**config.mk**
```make
export PLATFORM = sky130hd
export DESIGN_NAME = fp32_add_reg
export DESIGN_NICKNAME = d
export VERILOG_FILES = /design/src/rtl/fp32_pkg.sv /design/src/rtl/fp32_lzc.sv /design/src/rtl/fp32_add_reg.sv
export SDC_FILE = /design/constraint.sdc
export NUM_CORES = 1
export LEC_CHECK = 0
export ABC_AREA = 1
export CAP_MARGIN = 20
export CELL_PAD_IN_SITES_DETAIL_PLACEMENT = 0
export CELL_PAD_IN_SITES_GLOBAL_PLACEMENT = 2
export CORE_MARGIN = 5
export CORE_UTILIZATION = 25
export DETAILED_ROUTE_END_ITERATION = 6
export PLACE_DENSITY_LB_ADDON = 0.1
export SLEW_MARGIN = 40
export SYNTH_ARGS = -nofsm -noshare
export SYNTH_HDL_FRONTEND = slang
export SYNTH_SLANG_ARGS = --single-unit
```
**constraint.sdc**
```tcl
create_clock -name clk -period 1.1 [get_ports clk]
set_input_delay 0.33 -clock clk [delete_from_list [all_inputs] [get_ports clk]]
set_output_delay 0.33 -clock clk [all_outputs]
set_load 0.05 [all_outputs]
```
**src/rtl/fp32_pkg.sv**
```systemverilog
// fp32_pkg: binary32 field layout, constants and operand classification
package fp32_pkg;
  localparam int EXP_W = 8;
  localparam int FRAC_W = 23;
  localparam int BIAS = 127;
  localparam logic [31:0] QNAN = 32'h7FC00000;
  localparam logic [31:0] POS_INF = 32'h7F800000;
  typedef struct packed {
    logic sign;
    logic [EXP_W-1:0] exp;
    logic [FRAC_W-1:0] frac;
  } fp32_t;
  typedef enum logic [1:0] {ZERO, NORMAL, INF, NAN} fp_class_e;
  // Subnormals have exp==0 and are deliberately classed as zero (flush-to-zero)
  function automatic fp_class_e fp_class(input fp32_t x);
    return x.exp == '1 ? (x.frac != '0 ? NAN : INF) : x.exp == '0 ? ZERO : NORMAL;
  endfunction
endpackage

```
**src/rtl/fp32_lzc.sv**
```systemverilog
// fp32_lzc: 27-bit leading-zero counter for post-add normalization
module fp32_lzc (
  input  logic [26:0] x,
  output logic [4:0]  cnt
);
  // Scan upward so the highest set bit is the last one to set the count
  always_comb begin
    cnt = 5'd27;
    for (int i = 0; i < 27; i++)
      if (x[i]) cnt = 5'(26 - i);
  end
endmodule

```
**src/rtl/fp32_add_reg.sv**
```systemverilog
// fp32_add_reg: registered binary32 adder, RNE, FTZ; FP32_ADD_REG_FLAGS_EN adds {invalid,overflow,underflow,inexact}
module fp32_add_reg
  import fp32_pkg::*;
(
  input  logic        clk,
  input  logic        rst_n,
  input  logic        in_valid,
  input  logic [31:0] a,
  input  logic [31:0] b,
  output logic        out_valid,
  output logic [31:0] s
`ifdef FP32_ADD_REG_FLAGS_EN
  ,
  output logic [3:0]  flags
`endif
);
  fp32_t ua, ub, big, sml;
  fp_class_e ca, cb;
  logic a_gt, inc, of, uf, nan_in, inf_clash, norm_path;
  logic [7:0] d;
  logic [51:0] sh;
  logic [26:0] big_al, sml_al, norm;
  logic [27:0] sum;
  logic [4:0] lz;
  logic signed [9:0] e_norm, e_rnd;
  logic [24:0] rnd;
  logic [31:0] sum_res, res, s_d, s_q;
  logic out_valid_d, out_valid_q;

  fp32_lzc u_lzc (.x(sum[26:0]), .cnt(lz));

  // Classify, align, add, normalize, round, then overlay the special cases
  always_comb begin
    ua = a;
    ub = b;
    ca = fp_class(ua);
    cb = fp_class(ub);
    a_gt = ua[30:0] >= ub[30:0];
    big = a_gt ? ua : ub;
    sml = a_gt ? ub : ua;
    d = big.exp - sml.exp;
    sh = {1'b1, sml.frac, 28'b0} >> d;
    sml_al = d >= 8'd26 ? 27'd1 : {sh[51:26], |sh[25:0]};
    big_al = {1'b1, big.frac, 3'b0};
    sum = ua.sign ^ ub.sign ? {1'b0, big_al} - {1'b0, sml_al} : {1'b0, big_al} + {1'b0, sml_al};
    norm = sum[27] ? {sum[27:2], |sum[1:0]} : sum[26:0] << lz;
    e_norm = sum[27] ? $signed({2'b0, big.exp}) + 10'sd1 : $signed({2'b0, big.exp}) - $signed({5'b0, lz});
    inc = norm[2] & (|norm[1:0] | norm[3]);
    rnd = {1'b0, norm[26:3]} + {24'b0, inc};
    e_rnd = e_norm + $signed({9'b0, rnd[24]});
    of = sum != '0 && e_rnd >= 10'sd255;
    uf = sum != '0 && e_rnd <= 10'sd0;
    sum_res = sum == '0 ? 32'h0 : of ? {big.sign, POS_INF[30:0]} : uf ? {big.sign, 31'b0} :
              {big.sign, e_rnd[7:0], rnd[24] ? rnd[23:1] : rnd[22:0]};
    nan_in = ca == NAN || cb == NAN;
    inf_clash = ca == INF && cb == INF && ua.sign != ub.sign;
    norm_path = ca == NORMAL && cb == NORMAL;
    res = nan_in || inf_clash ? QNAN : ca == INF ? a : cb == INF ? b :
          ca == ZERO && cb == ZERO ? {a[31] & b[31], 31'b0} : ca == ZERO ? b : cb == ZERO ? a : sum_res;
  end

`ifdef FP32_ADD_REG_FLAGS_EN
  logic [3:0] flags_d, flags_q;
  // Exception flags share the result's load enable
  always_comb begin
    flags_d = in_valid ? {nan_in | inf_clash, norm_path & of, norm_path & uf,
                          norm_path & sum != '0 & (norm[2] | (|norm[1:0]) | of | uf)} : flags_q;
  end
  // Flag register
  always_ff @(posedge clk or negedge rst_n) begin
    if (!rst_n) flags_q <= '0;
    else flags_q <= flags_d;
  end
  assign flags = flags_q;
`else
  logic unused_flags;
  assign unused_flags = norm_path;
`endif

  // Load the result only on valid input; valid tracks input with one cycle delay
  always_comb begin
    s_d = in_valid ? res : s_q;
    out_valid_d = in_valid;
  end

  // Output register stage
  always_ff @(posedge clk or negedge rst_n) begin
    if (!rst_n) begin
      s_q <= '0;
      out_valid_q <= 1'b0;
    end else begin
      s_q <= s_d;
      out_valid_q <= out_valid_d;
    end
  end

  assign s = s_q;
  assign out_valid = out_valid_q;
endmodule

```
**Yosys cells after proc, flatten, opt, wreduce, memory -nomap -nowiden**

Cells that the tools add are included.

- Flip-flop bits (word level): 33
- Latch bits: 0
- RAM bits: 0
- Bits in read-only memories: 0
- Input bits: 67
- Memories: 0

- Add/sub/neg operators: 7
- $mul: 0
- Div/mod/pow operators: 0
- $lt $le $gt $ge: 4
- Equal/unequal tests: 7
- Shifts and indexed selects: 2
- Muxes and demuxes: 49
- Bitwise operators: 4
- Reduce and logical (&&, ||, !) cells: 18

Operator list:

| kind | count |
|---|---|
| 32-bit 2-to-1 mux | 8 |
| 31-bit 2-to-1 mux | 3 |
| 5-bit 2-to-1 mux | 16 |
| 27-bit 2-to-1 mux | 2 |
| 52-bit by 8-bit >> shifter with 52-bit output | 1 |
| 23-bit nonzero test | 2 |
| 4-bit 2-to-1 mux | 8 |
| 31-bit greater-or-equal comparator | 1 |
| 27-bit by 27-bit adder with 28-bit output | 1 |
| 28-bit logical NOT | 1 |
| 28-bit 2-to-1 mux | 1 |
| 28-bit nonzero test | 1 |
| 27-bit by 27-bit subtractor with 28-bit output | 1 |
| 27-bit by 5-bit left shift with 27-bit output | 1 |
| 26-bit OR reduction | 1 |
| 24-bit by 1-bit adder with 25-bit output | 1 |
| 23-bit 2-to-1 mux | 1 |
| 8-bit equality test (second input constant) | 2 |
| 8-bit logical NOT | 2 |
| 10-bit by 2-bit adder with 10-bit output | 1 |
| 10-bit by 9-bit greater-or-equal comparator with 1-bit output (second input constant) | 1 |
| 10-bit by 1-bit less-or-equal comparator with 1-bit output (second input constant) | 1 |
| 10-bit 2-to-1 mux | 1 |
| 8-bit by 1-bit adder with 9-bit output (second input constant) | 1 |
| 14 further kinds | 32 |

**Logic depth before layout (Yosys ltp)**

Gate-level depths: netlist of the first run.

- Depth in word-level cells: 53
- Depth in mapped cells: 95
- Gate-level depth less buffers: 92

**By module**

Synthesis of the first run repeated with hierarchy kept, for this count alone.

- Cells, all modules: 2459
- Area, all modules: 12912.4 um^2

By module, submodules not included:

| module | times used | cells an instance | area each (um^2) | seq. area each (um^2) |
|---|---|---|---|---|
| fp32_add_reg | 1 | 2379 | 12559.5 | 825.8 |
| fp32_lzc | 1 | 80 | 352.8 | 0.0 |

**Least setup slack after synthesis of the first run**

No wires, ideal clock.

- Path kind: input port to flip-flop
- Start: input b[30]
- End: register s_q[17] (netlist: s[17])
- Arrival time: 10674 ps
- Data required time: 1023 ps
- Slack: -9651 ps
- Stages on the path: 81
- Cells stage by stage: inv_1 -> ha_1 -> nand2_2 -> inv_1 -> nand2_1 -> nand3_1 -> nor2_1 -> nand2_1 -> nor2_4 -> nand2_4 -> nand2_1 -> nand3_1 -> ha_1 -> a21o_2 -> nand2_1 -> nand3_1 -> xor2_1 -> inv_1 -> [45 not listed] -> nor3_4 -> ha_1 -> ha_1 -> nand2_1 -> nor2_1 -> or3b_2 -> nor3_1 -> xnor2_1 -> inv_1 -> o21ai_1 -> nor2_1 -> nand2_1 -> nor2_1 -> nand2_2 -> buf_6 -> o21ai_1 -> a21oi_1 -> o21ai_1

- Word-level cells in the longest chain between the ends: 53

Ends and longest elaborated chain:

| item | line | RTL |
|---|---|---|
| start, declared | fp32_add_reg.sv:9 | `input logic [31:0] b,` |
| 31-bit greater-or-equal comparator | fp32_add_reg.sv:38 | `a_gt = ua[30:0] >= ub[30:0];` |
| 32-bit 2-to-1 mux / 31-bit 2-to-1 mux (equally long branches) | fp32_add_reg.sv:39, fp32_add_reg.sv:40 |  |
| 8-bit subtractor | fp32_add_reg.sv:41 | `d = big.exp - sml.exp;` |
| 52-bit by 8-bit >> shifter with 52-bit output | fp32_add_reg.sv:42 | `sh = {1'b1, sml.frac, 28'b0} >> d;` |
| 26-bit OR reduction | fp32_add_reg.sv:43 | `sml_al = d >= 8'd26 ? 27'd1 : {sh[51:26], \|sh[25:0]};` |
| 27-bit 2-to-1 mux | fp32_add_reg.sv:43 |  |
| 27-bit by 27-bit adder with 28-bit output / 27-bit by 27-bit subtractor with 28-bit output (equally long branches) | fp32_add_reg.sv:45 | `sum = ua.sign ^ ub.sign ? {1'b0, big_al} - {1'b0, sml_al} : {1'b0, big_al} + {1'b0, sml_al};` |
| 28-bit 2-to-1 mux | fp32_add_reg.sv:45 |  |
| [33 not listed] | n/a |  |
| 10-bit by 2-bit adder with 10-bit output | fp32_add_reg.sv:50 | `e_rnd = e_norm + $signed({9'b0, rnd[24]});` |
| 10-bit by 1-bit less-or-equal comparator with 1-bit output | fp32_add_reg.sv:52 | `uf = sum != '0 && e_rnd <= 10'sd0;` |
| 1-bit logical AND | fp32_add_reg.sv:52 |  |
| 31-bit 2-to-1 mux (2 in series) | fp32_add_reg.sv:53 | `sum_res = sum == '0 ? 32'h0 : of ? {big.sign, POS_INF[30:0]} : uf ? {big.sign, 31'b0} :` |
| 32-bit 2-to-1 mux | fp32_add_reg.sv:53 |  |
| 32-bit 2-to-1 mux (3 in series) | fp32_add_reg.sv:59 | `ca == ZERO && cb == ZERO ? {a[31] & b[31], 31'b0} : ca == ZERO ? b : cb == ZERO ? a : sum_res;` |
| 32-bit 2-to-1 mux (2 in series) | fp32_add_reg.sv:58 | `res = nan_in \|\| inf_clash ? QNAN : ca == INF ? a : cb == INF ? b :` |
| 32-bit 2-to-1 mux (*) | fp32_add_reg.sv:58 |  |
| end signal, assigned | fp32_add_reg.sv:89 | `s_q <= '0;` |
| end signal, assigned | fp32_add_reg.sv:92 | `s_q <= s_d;` |
| end, declared | fp32_add_reg.sv:27 | `logic [31:0] sum_res, res, s_d, s_q;` |

Every way passes the cells marked *; elsewhere a longest branch is shown, timed or not.
A chain may end at the register's enable or synchronous reset.

**Worst setup path after layout of the first run**

- Start: input b[20]
- End: register s_q[3] (netlist: s[3])

Same word-level chain as after synthesis.

==> run metrics, run 1 <==
status finished with violations; failing checks setup timing; RSZ-0062 raised after global routing yes; area fraction of the dominant cell type after synthesis 0.202; Max Buffers Root-to-Sink 2; via count 18500; clk_lat worst skew 280 ps; Worst Slack Setup Final -9900 ps; clk slew on worst S/H paths 60 ps; CTS HTree Levels 2; Lkg Pwr 11.7 nW; TritonCTS Buffers 5; Worst Clk Skew 0 ps; TritonRoute pass-1 iters 5; Hold Path Class in -> async; Yosys reg bits 33; Post-synth top flop dfrtp_1; ANT nets after route 0; max-slew violations 0; Post-Syn Area 12100 µm²; max_slew headroom 0.541; MaxCap Viol Count 0; Placement Setup Slack -11340 ps; Synth area leaders nand2_1 (20%), nand3_1 (16%), ha_1 (9.2%); All-Layer GR Usage 0.255; CP Data Required Time 1320 ps; startpoint types input port; YS warnings 0; DPL Wire Length 58.9 mm; Fmax 0.0909 GHz; post-layout util 0.473; num ports 100; cell count after synthesis 2235; I/O Buffers 99; CTS tree built; reg2reg setup slack 290 ps; Cell Count, Final, Fillers Out 3715; DRC 0; first-pass GRT wire length 106 mm; synthesized area per cell 5.40 µm²; vias in the first global route 18100; GPL Wtd Cong 0.941; EDFF count, synth 0; Root Buffer clkbuf_16; ratio of cells with drive above 1 in the final layout 0.441; initial antenna violation count 0; # rows 80; ys async rst share 1.00; die area 52800 µm²; core area 47700 µm²; CP most frequent cell nand2_1; ant diodes 0; Die Y 230 µm; CP max-delay cell or3b_4; drt wl/cell 19.3 µm; Final Critical Period 11000 ps; final hold slack 8.10 ps; Total Wirelength 71.8 mm; Final Hold Fails 0; syn nets 2393; clock net sink count 33; fin crit share 10.0; largest area contributor in the netlist nand2_1; synth unique cells 63; Final setup viols 65; CP max stage delay 420 ps; Congestion Overflow GR 0; Area Overhead vs Synth 86.9%; Die X 230 µm; Slew @ Worst Pin 687 ps; sequential share of the synthesized area 0.0684; Power Density 1760 nW/µm²; # nets final 3257; Setup crit end kind flip-flop; largest net degree at the start of global routing 81; arrival time worst endpoint 11220 ps; Via density 4.97; Initial DRC Count 1185; starting density of the core 0.253; critical path type in -> reg; maximum VDD drop 0.00158 V; CP max FO 7; Placed Cells 3577
[Yosys cell counts (31+ instances only)]
cell type,n
nand4_1,73
nand2_1,649
nor2_1,150
xor2_1,31
ha_1,89
buf_2,32
dfrtp_1,33
a21oi_1,114
clkbuf_1,40
o21ai_0,116
nand3_1,380
inv_1,236
[stage by stage]
step	setup TNS, ps	total power [W]	instance area (µm²)
2_1_floorplan	-288560	0.0172	12600
3_3_place_gp	-348680	0.0341	19900
3_5_place_dp	-357130	0.0341	19900
4_1_cts	-318470	0.0376	21400
5_1_grt	-342610	0.0425	22600
6_report	-316000	0.0398	22600
[final cells by class]
class	count	area, µm²
fill	4993	25200
multi-input combinational	1844	11600
timing repair buffer	949	8150
inverter	266	1070
sequential	33	851
tap	615	769
clock buffer	7	133
clock inverter	1	7.51
[what timing repair did]
| item | 4_1_cts | 5_1_grt |
|---|---|---|
| buffers inserted | 82 | 41 |
| resized for setup | 207 | 296 |
| hold buffers | 0 | 0 |
| pin swaps | 105 | 130 |
| gates cloned | 6 | 4 |
| endpoints found under the setup margin | 65 | 65 |
| hold endpoints to repair | 0 | 0 |
[critical path, delay by kind of cell]
kind / cells / cell delay (ps)
buffers and inverters: 12 / 1420
AO/OA/AOI/OAI: 15 / 2350
AND/OR/NAND/NOR: 51 / 5550
XOR/XNOR: 3 / 560
adder cells (fa/ha/maj): 5 / 950
[final timing paths]
path | startpoint | to | cells after the start
max | b[20] | s[3]$_DFFE_PN0P_ | 86
min | rst_n | s[20]$_DFFE_PN0P_ | 2
max reg2reg | s[4]$_DFFE_PN0P_ | s[4]$_DFFE_PN0P_ | 3
min reg2reg | s[18]$_DFFE_PN0P_ | s[18]$_DFFE_PN0P_ | 2
max in group asynchronous | rst_n | s[5]$_DFFE_PN0P_ | 2
min in group clk | b[25] | s[25]$_DFFE_PN0P_ | 4
[sequential cells by signal (all words and copies together) (netlist names)]
signal,cells
s,32
out_valid,1
[cell usage in the layout (no fill, tap or decap), types with 43 or more instances in the layout]
cell,Yosys,layout
ha_1,89,53
nand3_1,380,283
nand2_2,22,67
buf_12,0,57
inv_1,236,196
inv_2,19,43
nand3_2,6,98
o21ai_0,116,91
nand2_1,649,583
buf_4,11,794
nor2_1,150,127
nand4_1,73,73
a21oi_1,114,100
[power by group]
part / switching [W] / leakage, nW / internal [W]
sequential: 0.000927 / 0.372 / 0.00179
combinational: 0.0193 / 11.3 / 0.0163
clock: 0.000564 / 0.0641 / 0.000842
total: 0.0208 / 11.7 / 0.0189
[cells by family (layout without fill, tap and decap cells)]
| group | count (synthesis) | after routing | share of synthesized area |
|---|---|---|---|
| compound gates | 344 | 344 | 0.167 |
| xor+xnor | 48 | 48 | 0.0404 |
| fa+ha+maj | 91 | 91 | 0.0956 |
| simple gates | 1356 | 1361 | 0.506 |
| buf+inv | 363 | 1223 | 0.123 |
| flops | 33 | 33 | 0.0684 |
[per-layer routing]
layer  vias up  routed length, µm  part of all wire  GRT usage
li1       9209                  -                 -          -
met1      8694              32800              0.46      0.348
met2       480              34300              0.48      0.439
met3        94               2260             0.031     0.0118
met4         0               2410             0.034     0.0730
met5         -                  0                 0          0
Power figures use the tool's default switching activity.
==> run 2: changes to the inputs <==
- SETUP_SLACK_MARGIN: not set -> 0.1
==> run metrics, run 2 (synthesis gave the netlist of run 1 again) <==
CTS tree built; Lkg Pwr 11.7 nW; status finished with violations; die area 52800 µm²; arrival time worst endpoint 11320 ps; max_slew headroom 0.545; first-pass GRT wire length 106 mm; clk_lat worst skew 290 ps; Die X 230 µm; Via density 4.98; CP Data Required Time 1320 ps; startpoint types input port; Final Critical Period 11100 ps; Power Density 1760 nW/µm²; ANT nets after route 0; initial antenna violation count 1; Congestion Overflow GR 0; max-slew violations 0; largest net degree at the start of global routing 81; fillcell total 5000; CP max stage delay 420 ps; Area Overhead vs Synth 85.6%; hold-fix buffers at CTS 0; Worst Slack Setup Final -10000 ps; Power, Total 0.0394 W; failing checks setup timing; critical path type in -> reg; Setup crit end kind flip-flop; Hold Path Class in -> async; Initial DRC Count 1191; MaxCap Viol Count 0; starting density of the core 0.253; drt wl/cell 19.3 µm; max reg flops 32; clk slew on worst S/H paths 50 ps; commonest non-fill, non-tap cell in the layout buf_4; Worst Clk Skew 0 ps; Max Buffers Root-to-Sink 2; Fmax 0.0901 GHz; # rows 80; met2 GRT Util 0.439; layer carrying the most global-route usage met2; Slew @ Worst Pin 680 ps; DRC 0; # nets final 3252; CP most frequent cell nand2_1; final hold slack 8.80 ps; via count 18500; TritonCTS Buffers 5; maximum VDD drop 0.00158 V; Total Wirelength 71.8 mm; core area 47700 µm²; Root Buffer clkbuf_16; TritonRoute pass-1 iters 7; most frequent cells in the layout buf_4 (788), nand2_1 (590), nand3_1 (296), inv_1 (197), nor2_1 (127); All-Layer GR Usage 0.255; Final Hold Fails 0; Die Y 230 µm; num ports 100; GPL Wtd Cong 0.941; CTS HTree Levels 2; met3 GRT Util 0.0118; Final setup viols 65; ratio of cells with drive above 1 in the final layout 0.428; fin crit share 10.1; DPL Wire Length 58.9 mm; I/O Buffers 99; CP max-delay cell or3b_4; clock net sink count 33; CP max FO 7; met1 usage 0.348; vias in the first global route 18100; RSZ-0062 raised after global routing yes
## run 2: cell types whose count changed in the layout (fill, tap and decap cells not counted), sizes merged
| cell | change |
|---|---|
| clkbuf | -5 |
| dlygate4sd2 | +14 |
| clkdlybuf4s15 | -3 |
| diode | +1 |
| buf | -11 |
## run 2: path summary, 6_finish.rpt
check	startpoint	slack, ps	endpoint	cells after the start
worst max-delay path	a[22]	-10000	s[3]$_DFFE_PN0P_	85
worst min-delay path	rst_n	9	s[20]$_DFFE_PN0P_	2
worst max register to register	s[30]$_DFFE_PN0P_	300	s[30]$_DFFE_PN0P_	3
worst min register to register	s[18]$_DFFE_PN0P_	540	s[18]$_DFFE_PN0P_	2
max in group asynchronous	rst_n	880	s[5]$_DFFE_PN0P_	2
min in group clk	b[25]	490	s[25]$_DFFE_PN0P_	4
## run 2: final cells by class
type / instances / area, µm² / share of cell area
Antenna cell: 1 / 2.50 / 0.000112
Clock buffer: 7 / 133 / 0.00592
Clock inverter: 1 / 7.51 / 0.000335
Inverter: 266 / 1070 / 0.0479
Multi-Input combinational cell: 1844 / 11500 / 0.511
Sequential cell: 33 / 851 / 0.0380
Tap cell: 615 / 769 / 0.0343
Timing Repair Buffer: 944 / 8110 / 0.362
## run 2: repair_timing
action | in CTS | in global routing
buffers inserted | 82 | 35
pin swaps | 105 | 116
gates cloned | 6 | 4
endpoints found under the setup margin | 65 | 65
hold endpoints to repair | 0 | 0
resized for setup | 207 | 226
## run 2: metrics by stage
stage | instances | setup TNS [ps] | cell area [µm²] | setup slack (ps) | utilization
2_1_floorplan | 2235 | -288560 | 12600 | -9250 | -
3_3_place_gp | 3577 | -348680 | 19900 | -11070 | 0.417
3_5_place_dp | 3577 | -357130 | 19900 | -11340 | 0.417
4_1_cts | 3673 | -318470 | 21400 | -10050 | 0.448
5_1_grt | 3710 | -344530 | 22400 | -10800 | 0.469
6_report | 3711 | -318930 | 22400 | -10000 | 0.469
## run 2: critical path, delay by kind of cell
kind / cells / cell delay (ps)
buf+inv: 10 / 1340
simple gates: 50 / 5410
fa+ha+maj: 6 / 1100
xor+xnor: 3 / 570
compound gates: 16 / 2540
## run 2: report_power, final
part / internal [W] / total, W / switching, W
registers: 0.00179 / 0.00272 / 0.000926
clock network: 0.000842 / 0.00141 / 0.000571
logic: 0.0161 / 0.0353 / 0.0192
## run 2: layer usage
layer  share of wire  routed length [µm]
met4           0.035                2530
met1            0.46               32900
met2            0.48               34100
met3           0.031                2220
met5               0                   0
